### src/rtl/uart_ctrl_pkg.sv
// Shared types and defaults for the UART transmit sequencer.
// Holds the FSM state enum, AXI response codes and the default UART register map.
package uart_ctrl_pkg;

    typedef enum logic [2:0] {
        StIdle,
        StRdAddr,
        StRdData,
        StBackoff,
        StWr,
        StWrResp
    } tx_state_e;

    localparam logic [1:0] RESP_OKAY   = 2'b00;
    localparam logic [1:0] RESP_EXOKAY = 2'b01;
    localparam logic [1:0] RESP_SLVERR = 2'b10;
    localparam logic [1:0] RESP_DECERR = 2'b11;

    localparam logic [15:0] DEF_STAT_ADDR  = 16'h0008;
    localparam logic [15:0] DEF_TX_ADDR    = 16'h0004;
    localparam int unsigned DEF_TXFULL_BIT = 3;

    function automatic logic resp_ok(input logic [1:0] resp);
        return resp == RESP_OKAY;
    endfunction

endpackage

### src/rtl/sync_fifo.sv
// Single-clock FIFO with a registered occupancy counter and a show-ahead head output.
// Push while full and pop while empty are ignored; pointers wrap modulo DEPTH.
module sync_fifo #(
    parameter int unsigned WIDTH = 8,
    parameter int unsigned DEPTH = 16
) (
    input  logic                   clk,
    input  logic                   rstn,
    input  logic                   push,
    input  logic [WIDTH-1:0]       wdata,
    input  logic                   pop,
    output logic [WIDTH-1:0]       head,
    output logic [$clog2(DEPTH):0] level,
    output logic                   full,
    output logic                   empty
);

    localparam int unsigned AW = $clog2(DEPTH);
    localparam int unsigned LW = AW + 1;
    localparam logic [LW-1:0] FULL_LVL = LW'(DEPTH);

    logic [WIDTH-1:0] mem_q [DEPTH];
    logic [AW-1:0]    wptr_q;
    logic [AW-1:0]    rptr_q;
    logic [LW-1:0]    cnt_q;
    logic             push_ok;
    logic             pop_ok;

    assign full    = (cnt_q == FULL_LVL);
    assign empty   = (cnt_q == '0);
    assign push_ok = push && !full;
    assign pop_ok  = pop && !empty;
    assign level   = cnt_q;
    assign head    = mem_q[rptr_q];

    // Storage carries no reset; only the pointers and count define validity.
    always_ff @(posedge clk) begin
        if (push_ok) begin
            mem_q[wptr_q] <= wdata;
        end
    end

    always_ff @(posedge clk) begin
        if (!rstn) begin
            wptr_q <= '0;
            rptr_q <= '0;
            cnt_q  <= '0;
        end else begin
            if (push_ok) begin
                wptr_q <= wptr_q + AW'(1);
            end
            if (pop_ok) begin
                rptr_q <= rptr_q + AW'(1);
            end
            case ({push_ok, pop_ok})
                2'b10:   cnt_q <= cnt_q + LW'(1);
                2'b01:   cnt_q <= cnt_q - LW'(1);
                default: cnt_q <= cnt_q;
            endcase
        end
    end

endmodule

### src/rtl/uart_tx_sequencer.sv
// Buffers console bytes and drains them into the AXI-lite UART: poll status, back off while
// the UART TX FIFO is full, otherwise write one byte and wait for its response.
module uart_tx_sequencer
    import uart_ctrl_pkg::*;
#(
    parameter int unsigned DEPTH      = 16,
    parameter logic [15:0] STAT_ADDR  = DEF_STAT_ADDR,
    parameter logic [15:0] TX_ADDR    = DEF_TX_ADDR,
    parameter int unsigned TXFULL_BIT = DEF_TXFULL_BIT,
    parameter int unsigned POLL_GAP   = 8
) (
    input  logic                   clk,
    input  logic                   rstn,
    input  logic                   in_valid,
    output logic                   in_ready,
    input  logic [7:0]             in_data,
    output logic [15:0]            m_awaddr,
    output logic                   m_awvalid,
    input  logic                   m_awready,
    output logic [31:0]            m_wdata,
    output logic                   m_wvalid,
    input  logic                   m_wready,
    input  logic [1:0]             m_bresp,
    input  logic                   m_bvalid,
    output logic                   m_bready,
    output logic [15:0]            m_araddr,
    output logic                   m_arvalid,
    input  logic                   m_arready,
    input  logic [31:0]            m_rdata,
    input  logic [1:0]             m_rresp,
    input  logic                   m_rvalid,
    output logic                   m_rready,
    output logic [$clog2(DEPTH):0] level,
    output logic                   busy,
    output logic                   err,
    input  logic                   err_clr
);

    localparam int unsigned LW = $clog2(DEPTH) + 1;
    localparam int unsigned GW = (POLL_GAP > 1) ? $clog2(POLL_GAP) : 1;
    localparam logic [GW-1:0] GAP_LAST = GW'(POLL_GAP - 1);

    tx_state_e     state_q;
    logic [GW-1:0] gap_q;
    logic          ready_en_q;
    logic [7:0]    head;
    logic          fifo_full;
    logic          fifo_empty;
    logic          push;
    logic          pop;
    logic          aw_fire;
    logic          w_fire;
    logic          idle_hold;
    logic [LW-1:0] level_nxt;
    logic          unused_rdata;

    assign m_awaddr     = TX_ADDR;
    assign m_araddr     = STAT_ADDR;
    assign unused_rdata = ^m_rdata;

    // in_ready stays low through reset and rises one edge after rstn is released.
    assign in_ready  = ready_en_q && !fifo_full;
    assign push      = in_valid && in_ready;
    assign pop       = (state_q == StWrResp) && m_bready && m_bvalid;
    assign aw_fire   = m_awvalid && m_awready;
    assign w_fire    = m_wvalid && m_wready;
    assign idle_hold = (state_q == StIdle) && fifo_empty;
    assign level_nxt = level + LW'(push) - LW'(pop);

    sync_fifo #(
        .WIDTH (8),
        .DEPTH (DEPTH)
    ) u_fifo (
        .clk   (clk),
        .rstn  (rstn),
        .push  (push),
        .wdata (in_data),
        .pop   (pop),
        .head  (head),
        .level (level),
        .full  (fifo_full),
        .empty (fifo_empty)
    );

    always_ff @(posedge clk) begin
        if (!rstn) begin
            state_q    <= StIdle;
            gap_q      <= '0;
            ready_en_q <= 1'b0;
            m_arvalid  <= 1'b0;
            m_rready   <= 1'b0;
            m_awvalid  <= 1'b0;
            m_wvalid   <= 1'b0;
            m_bready   <= 1'b0;
            m_wdata    <= '0;
            err        <= 1'b0;
            busy       <= 1'b0;
        end else begin
            ready_en_q <= 1'b1;
            // Next state is idle only when idling empty or finishing a write response.
            busy       <= (level_nxt != '0) || !(idle_hold || pop);
            if (err_clr) begin
                err <= 1'b0;
            end
            case (state_q)
                StIdle: begin
                    if (!fifo_empty) begin
                        state_q   <= StRdAddr;
                        m_arvalid <= 1'b1;
                    end
                end
                StRdAddr: begin
                    if (m_arready) begin
                        m_arvalid <= 1'b0;
                        m_rready  <= 1'b1;
                        state_q   <= StRdData;
                    end
                end
                StRdData: begin
                    if (m_rvalid) begin
                        m_rready <= 1'b0;
                        if (!resp_ok(m_rresp)) begin
                            err     <= 1'b1;
                            state_q <= StBackoff;
                        end else if (m_rdata[TXFULL_BIT]) begin
                            state_q <= StBackoff;
                        end else begin
                            state_q   <= StWr;
                            m_awvalid <= 1'b1;
                            m_wvalid  <= 1'b1;
                            m_wdata   <= {24'b0, head};
                        end
                    end
                end
                StBackoff: begin
                    if (gap_q == GAP_LAST) begin
                        gap_q     <= '0;
                        state_q   <= StRdAddr;
                        m_arvalid <= 1'b1;
                    end else begin
                        gap_q <= gap_q + GW'(1);
                    end
                end
                StWr: begin
                    if (aw_fire) begin
                        m_awvalid <= 1'b0;
                    end
                    if (w_fire) begin
                        m_wvalid <= 1'b0;
                    end
                    if ((aw_fire || !m_awvalid) && (w_fire || !m_wvalid)) begin
                        state_q  <= StWrResp;
                        m_bready <= 1'b1;
                    end
                end
                StWrResp: begin
                    // A failed write still retires the byte; it is never retried.
                    if (m_bvalid) begin
                        m_bready <= 1'b0;
                        state_q  <= StIdle;
                        if (!resp_ok(m_bresp)) begin
                            err <= 1'b1;
                        end
                    end
                end
                default: state_q <= StIdle;
            endcase
        end
    end

endmodule

### config.mk
export PLATFORM = sky130hd
export DESIGN_NAME = uart_tx_sequencer
export DESIGN_NICKNAME = d
export VERILOG_FILES = /design/src/rtl/uart_ctrl_pkg.sv /design/src/rtl/sync_fifo.sv /design/src/rtl/uart_tx_sequencer.sv
export SDC_FILE = /design/constraint.sdc
export NUM_CORES = 1
export LEC_CHECK = 0
export BUFFER_PORTS_ARGS = -buffer_cell sky130_fd_sc_hd__buf_2
export CAP_MARGIN = 15
export CORE_MARGIN = 2
export CORE_UTILIZATION = 40
export DETAILED_ROUTE_END_ITERATION = 8
export HOLD_SLACK_MARGIN = 0.06
export PLACE_DENSITY_LB_ADDON = 0.12
export SLEW_MARGIN = 20
export SYNTH_ARGS = -nofsm -noshare
export SYNTH_HDL_FRONTEND = slang
export SYNTH_HIERARCHICAL = 1
export SYNTH_SLANG_ARGS = --single-unit
### constraint.sdc
create_clock -name clk -period 4.1 [get_ports clk]
set_input_delay 1.025 -clock clk [delete_from_list [all_inputs] [get_ports clk]]
set_output_delay 1.025 -clock clk [all_outputs]
set_load 0.02 [all_outputs]
Yosys cells after proc, flatten, opt, wreduce, memory -nomap -nowiden. Memory sizes are Yosys's and may differ from the RTL's. A register that Yosys moved wholly into a read port is not among the register bits. Index checks and enable logic that the tools add are counted.

Register bits: 27. Bits in writable memories: 128. Input bits: 53. Output and inout port bits: 77. Word-level logic and storage cells: 115. Memories: 1.

Add/sub/neg operators: 7. Equal/unequal tests: 19. Mux-type cells: 37. Bitwise gates (word level): 1. Reductions and logical operators: 37.

Memories: u_fifo.mem_q (depth 16, bits a word 8, rd ports 1, clocked after Yosys merged registers in 1, write ports 1, RTL line sync_fifo.sv:22) `logic [WIDTH-1:0] mem_q [DEPTH];`.

Operator list (count): $mux W3 (9); $mux W1 (20); $ne A2 B2 Y1 const B (10); $pmux W3 S6 (1); $logic_and A1 B1 Y1 (10); $pmux W1 S2 (5); $pmux W5 S2 (1); $reduce_and A5 Y1 (2); $eq A3 B3 Y1 const B (3); $add A4 B1 Y4 const B (2); $reduce_and A4 Y1 (2); $reduce_bool A2 Y1 (4); $eq A3 B2 Y1 const B (2); $logic_not A1 Y1 (6); $reduce_and A3 Y1 (2); $reduce_and A6 Y1 (1); $add A5 B1 Y5 (1); $add A5 B1 Y5 const B (1); $eq A5 B5 Y1 const B (1); $logic_not A5 Y1 (1); $reduce_bool A5 Y1 (1); $sub A5 B1 Y5 (1); $sub A5 B1 Y5 const B (1); $logic_not A2 Y1 (2); other kinds (9) (12).

Longest topological paths before layout.
Depth after elaboration: 8. Gate-level depth with buffers: 18. Gate-level depth less buffers: 14.

Hierarchy. The synthesis kept the hierarchy.

By module, submodules not included: sync_fifo (times used 1, cells each 331, area an instance 5931.9 um^2, seq. area each 4184.0 um^2); uart_tx_sequencer (times used 1, cells each 194, area an instance 1615.3 um^2, seq. area each 440.4 um^2).

Worst setup path before layout. No wires, ideal clock.

Kind: reg-to-reg. Start: register u_fifo.cnt_q[1], in the netlist u_fifo/level[1]. End: register u_fifo.cnt_q[4], in the netlist u_fifo/level[4]. Library setup time: 131 ps. Data arrival time: 3099 ps. Required time: 3969 ps. Slack: 870 ps. Stages on the path, launching flop included: 19. Path buffers: 4. Clock period less this slack: 3230 ps. Cells stage by stage: dfxtp_1 > buf_6 > or4_4 > buf_6 > nor2_1 > nor2b_1 > nand2_1 > inv_1 > o21a_1 > buf_6 > inv_2 > ha_1 > clkbuf_1 > xor2_1 > ha_1 > nand2_1 > o21ai_0 > or3_1 > nand4_1.

Word-level cells in the longest chain between the ends: 7. Elaborated cells between the ends (all ways): 14. Classes of those cells: add/sub (2); eq/ne (3); mux (1); reduce/logical (8).

RTL lines: from (decl) (RTL line sync_fifo.sv:25) `logic [LW-1:0] cnt_q;`; from (signal assigned) (RTL line sync_fifo.sv:56) `2'b10: cnt_q <= cnt_q + LW'(1);`; from (signal assigned) (RTL line sync_fifo.sv:57) `2'b01: cnt_q <= cnt_q - LW'(1);`; from (signal assigned) (RTL line sync_fifo.sv:58) `default: cnt_q <= cnt_q;`; $eq A5 B5 Y1 * (RTL line sync_fifo.sv:29) `assign full = (cnt_q == FULL_LVL);`; net fifo_full (RTL line uart_tx_sequencer.sv:47) `logic fifo_full;`; $logic_not A1 Y1 * (RTL line uart_tx_sequencer.sv:62) `assign in_ready = ready_en_q && !fifo_full;`; $logic_and A1 B1 Y1 * (RTL line uart_tx_sequencer.sv:62); net in_ready (RTL line uart_tx_sequencer.sv:15) `output logic in_ready,`; $logic_and A1 B1 Y1 * (RTL line uart_tx_sequencer.sv:63) `assign push = in_valid && in_ready;`; net push (RTL line uart_tx_sequencer.sv:49) `logic push;`; $logic_and A1 B1 Y1 * (RTL line sync_fifo.sv:31) `assign push_ok = push && !full;`; $eq A2 B1 Y1 or $eq A2 B2 Y1 (tied branches) (RTL line sync_fifo.sv:55) `case ({push_ok, pop_ok})`; $pmux W5 S2 or $reduce_bool A2 Y1 (tied branches).

Mark *: on every way through the listed nets, which the timed path passes. The rest lies on a longest branch. A chain may end at the register's enable or synchronous reset.

Worst setup path in the final report.
Start: register u_fifo.cnt_q[1], in the netlist u_fifo/level[1]. End: register u_fifo.cnt_q[4], in the netlist u_fifo/level[4].

Word-level cells in the longest chain between the ends: 7. Elaborated cells between the ends (all ways): 14. Classes of those cells: add/sub (2); eq/ne (3); mux (1); reduce/logical (8).

RTL lines (RTL line): $eq A5 B5 Y1 * (sync_fifo.sv:29); net fifo_full (uart_tx_sequencer.sv:47); $logic_not A1 Y1 * (uart_tx_sequencer.sv:62); $logic_and A1 B1 Y1 * (uart_tx_sequencer.sv:62); $logic_and A1 B1 Y1 * (uart_tx_sequencer.sv:63); net push (uart_tx_sequencer.sv:49); $logic_and A1 B1 Y1 * (sync_fifo.sv:31); $eq A2 B1 Y1 or $eq A2 B2 Y1 (tied branches) (sync_fifo.sv:55); $pmux W5 S2 or $reduce_bool A2 Y1 (tied branches).

Marks and branches as above.

==> run summary <==
The tightest slew margin relative to the limit was 0.300; the maximum clock insertion buffer count was 2. In this run the clock root is driven by a sky130_fd_sc_hd__clkbuf_16. The die is 141 um tall.

Via count: 4150. Setup repair after global routing left no endpoint under its margin. The number of search-and-repair iterations in the first detailed-routing pass was 4. The most repeated cell in the gate-level netlist after synthesis is sky130_fd_sc_hd__edfxtp_1.

The relative contribution of sequential cells to total power is 0.504. The width of the die came out at 141 um. The internal power of the cells totals 0.00282 W. By count the netlist is led by sky130_fd_sc_hd__edfxtp_1 (128), sky130_fd_sc_hd__buf_4 (56), sky130_fd_sc_hd__dfxtp_1 (39), sky130_fd_sc_hd__nor2_1 (36), sky130_fd_sc_hd__mux4_2 (32). For the portion of total power attributed to the clock network, the log shows 0.429. Before CTS, the worst setup slack after placement is 0.653 ns. sky130_fd_sc_hd__edfxtp_1 takes more of the synthesized area than any other cell. The final worst-path cycle share was 0.796; the power share of the combinational group was 0.067. Data on the critical path is required at its endpoint by 4.40 ns. The worst register-to-register path begins at u_fifo/level[1].

The maximum clock frequency was 306 MHz. Setup violations remaining at the end of the flow were counted as 0. Along the worst path, the maximum fanout reaches 12. The number of antenna diodes in the final layout is 0. The worst hold path begins at m_wvalid. The flow ran to the end, and the final reports show no timing, DRC or antenna violations. Proportion of layout cells with a drive suffix above 1: 0.222. Summing all multi-input logic gate instances after layout gives 2480 um^2.

Among all flip-flop cells after synthesis, the most frequent one is sky130_fd_sc_hd__edfxtp_1. Hold repair after CTS inserted 0 buffers. Across the VDD grid, the largest voltage drop is 0.291 mV. The count of pins over their slew limit was 0.

The post-synthesis async set-or-reset flop share works out to 0. The number of synthesis warnings came out at 6. From synthesis to final layout, the design area changed by 10.8%. For the initial core utilization, the log shows 0.406. The switching portion of total power is 0.253, and the number of synthesized flops with an enable pin is 128. The transition time at the pin with the least slew margin was 1.05 ns; the total number of H-tree levels was 4. Traced cell by cell, the critical path runs through or4_4 > nor2_1 > nor2b_1 > nand2_1 > inv_1 > o21a_1 > inv_2 > ha_1 > xor2_1 > ha_1 > nand2_1 > o21ai_0 > or3_1 > nand4_1.

The total congestion overflow was 0. The region available for standard cell placement spans 18600 um^2. The mean instance size in the synthesized netlist was 14.4 um^2.

The floorplan has 50 rows. The min-delay analysis places its worst path in the category reg2reg. The first global-routing pass estimated 22300 um of wire. The congestion estimate from routability-driven global placement came to 0.776. The clock edge transition at the registers on the reported setup and hold paths came out at 0.07 ns. By area the synthesized netlist is led by sky130_fd_sc_hd__edfxtp_1 (51%), sky130_fd_sc_hd__dfxtp_1 (10%), sky130_fd_sc_hd__mux4_2 (9.5%), sky130_fd_sc_hd__buf_4 (5.6%), sky130_fd_sc_hd__ha_1 (2.3%).

Number of post-CTS setup repair buffers: 0. After detailed routing, the number of remaining DRC violations is 0. The tools report the area of the die as 20000 um^2. The total routing resource utilization after global routing came out at 0.150. The critical path startpoint category is a flop. Launching instance or port of the critical path: u_fifo/level[1]. The netlist uses 59 different library cells. STA classifies the critical path endpoint as a flop.

After synthesis the cells add up to 7550 um^2. Entering global routing, the biggest net connects 34 pins. The critical path in this run is classified as reg2reg. The top-level port count was 130. Dividing the detail-routed via count by the number of cells gives 5.09.

The port buffer count was 42. The share of the synthesized area in the top cell type is 0.509. The hold slack was 0.480 ns; the worst clock skew was 0.0121 ns. The arrival time of the worst setup path was 3.57 ns. The number of antenna violations at the first check in global routing is 0, and the static leakage power is 3.09 nW. In this run, CTS created clock tree buffers numbering 17. The routed design could run at a clock period as short as 3.26 ns. The post-synthesis sequential element count is 167. The critical path's slowest cell was sky130_fd_sc_hd__or4_4. After detailed routing, the average wire length per cell comes to 17.8 um. For the placed wire-length estimate, the log shows 9460 um. The via count of the first global-routing pass came out at 4003.

The count of nets left with antenna violations once routing finished came out at 0. The stage delay of the slowest cell on the critical path was 0.63 ns; the flip-flop and latch area was 4630 um^2. The logs give 0 for the final number of hold-violating endpoints and 0 for the count of instances resized after the clock tree is built.

Synthesis produced 525 cells. For this run, the post-layout net count is 636. The total power per unit cell area was 451 nW/um^2. TritonCTS built the clock tree. The run gives 14500 um as the total detailed-routing wirelength. The run gives 0.000954 W as the switching component of the power. The detailed router finished its first iteration with 255 violations. The logs give 0.84 ns for the flop-to-flop setup slack and 0.43 ns for the clock latency on the worst-skew pair. The tool flagged a number of max-cap violations equal to 0.

Fill cells in the final layout number 1652. In the final timing run, aggregate negative setup slack is 0 ns. The logs give 0.613 for the post-synthesis sequential area ratio and 167 for the total clock sinks. After layout, the worst setup slack is 0.836 ns.
-- power by group through the flow --
stage | clock (W) | combinational [W] | sequential (W)
detailed placement | 0 | 0.000253 | 0.00194
global placement | 0 | 0.000248 | 0.00194
floorplan | 0 | 0.000247 | 0.00192
finish | 0.00162 | 0.000252 | 0.00190
CTS | 0.00166 | 0.000254 | 0.00190
global route | 0.00172 | 0.000281 | 0.00190
-- cell type report --
| cell class | count | area share |
|---|---|---|
| clock buffers | 17 | 0.0509 |
| clock inverters | 15 | 0.0216 |
| inverters | 14 | 0.00629 |
| multi-input cells | 314 | 0.297 |
| flip-flops and latches | 167 | 0.553 |
| well taps | 234 | 0.0350 |
| repair buffers | 54 | 0.0359 |
-- routing by layer --
layer  vias to the layer above  global-route usage  share of wire
met5                         -                   0              0
met4                         0              0.0458         0.0089
met3                        11              0.0321          0.046
met2                       116               0.242           0.47
met1                      2087               0.206           0.47
li1                       1936                   -              -
-- path summary, 6_finish.rpt --
path | to | cells after the start
worst max-delay path | u_fifo/level[4] | 14
worst min register to register | m_wvalid | 2
worst min-delay path | m_wvalid | 2
worst max register to register | u_fifo/level[4] | 14
-- state kept, by name, indices dropped and copies added, names as in the netlist, 3 cells and up, named ones only --
signal / cells
gap_q: 3
m_wdata: 8
state_q: 3
u_fifo/level: 5
u_fifo/mem_q: 128
u_fifo/rptr_q: 4
u_fifo/wptr_q: 4
-- kinds of logic (layout without fill, tap and decap cells) --
| group | after synthesis | after routing | synth area share |
|---|---|---|---|
| flops | 167 | 167 | 0.613 |
| simple gates | 121 | 121 | 0.0836 |
| buf+inv | 98 | 100 | 0.0850 |
| compound gates | 63 | 63 | 0.0622 |
| mux | 48 | 48 | 0.117 |
| fa+ha+maj | 15 | 15 | 0.0259 |
| xor+xnor | 11 | 11 | 0.0128 |
| other cells | 2 | 56 | 0.000995 |
-- through the flow --
stage                     total power, W   util  area, um^2  instances
final                            0.00377  0.450        8360        815
after global routing             0.00391  0.450        8360        815
after CTS                        0.00381  0.450        8360        815
after detailed placement         0.00219  0.417        7750        783
after global placement           0.00218  0.417        7750        783
after floorplan                  0.00217      -        7750        579
-- cells in the final DEF, fill, tap and decap left out, types with 14 or more instances in the layout --
cell / n
sky130_fd_sc_hd__clkbuf_16: 17
sky130_fd_sc_hd__dfxtp_1: 38
sky130_fd_sc_hd__mux2i_1: 15
sky130_fd_sc_hd__nand2_1: 22
sky130_fd_sc_hd__buf_2: 42
sky130_fd_sc_hd__ha_1: 14
sky130_fd_sc_hd__a22oi_1: 16
sky130_fd_sc_hd__mux4_2: 32
sky130_fd_sc_hd__conb_1: 56
sky130_fd_sc_hd__edfxtp_1: 128
sky130_fd_sc_hd__nor2_1: 36
-- worst max-delay path, delay by kind of cell (launching register included) --
| family | cells | cell delay [ns] |
|---|---|---|
| AND/OR/NAND/NOR | 7 | 1.25 |
| adder cells (fa/ha/maj) | 2 | 0.60 |
| AO/OA/AOI/OAI | 2 | 0.48 |
| flip-flops | 1 | 0.43 |
| XOR/XNOR | 1 | 0.20 |
| buffers and inverters | 2 | 0.19 |
No activity file was read; power rests on OpenSTA's default activity.
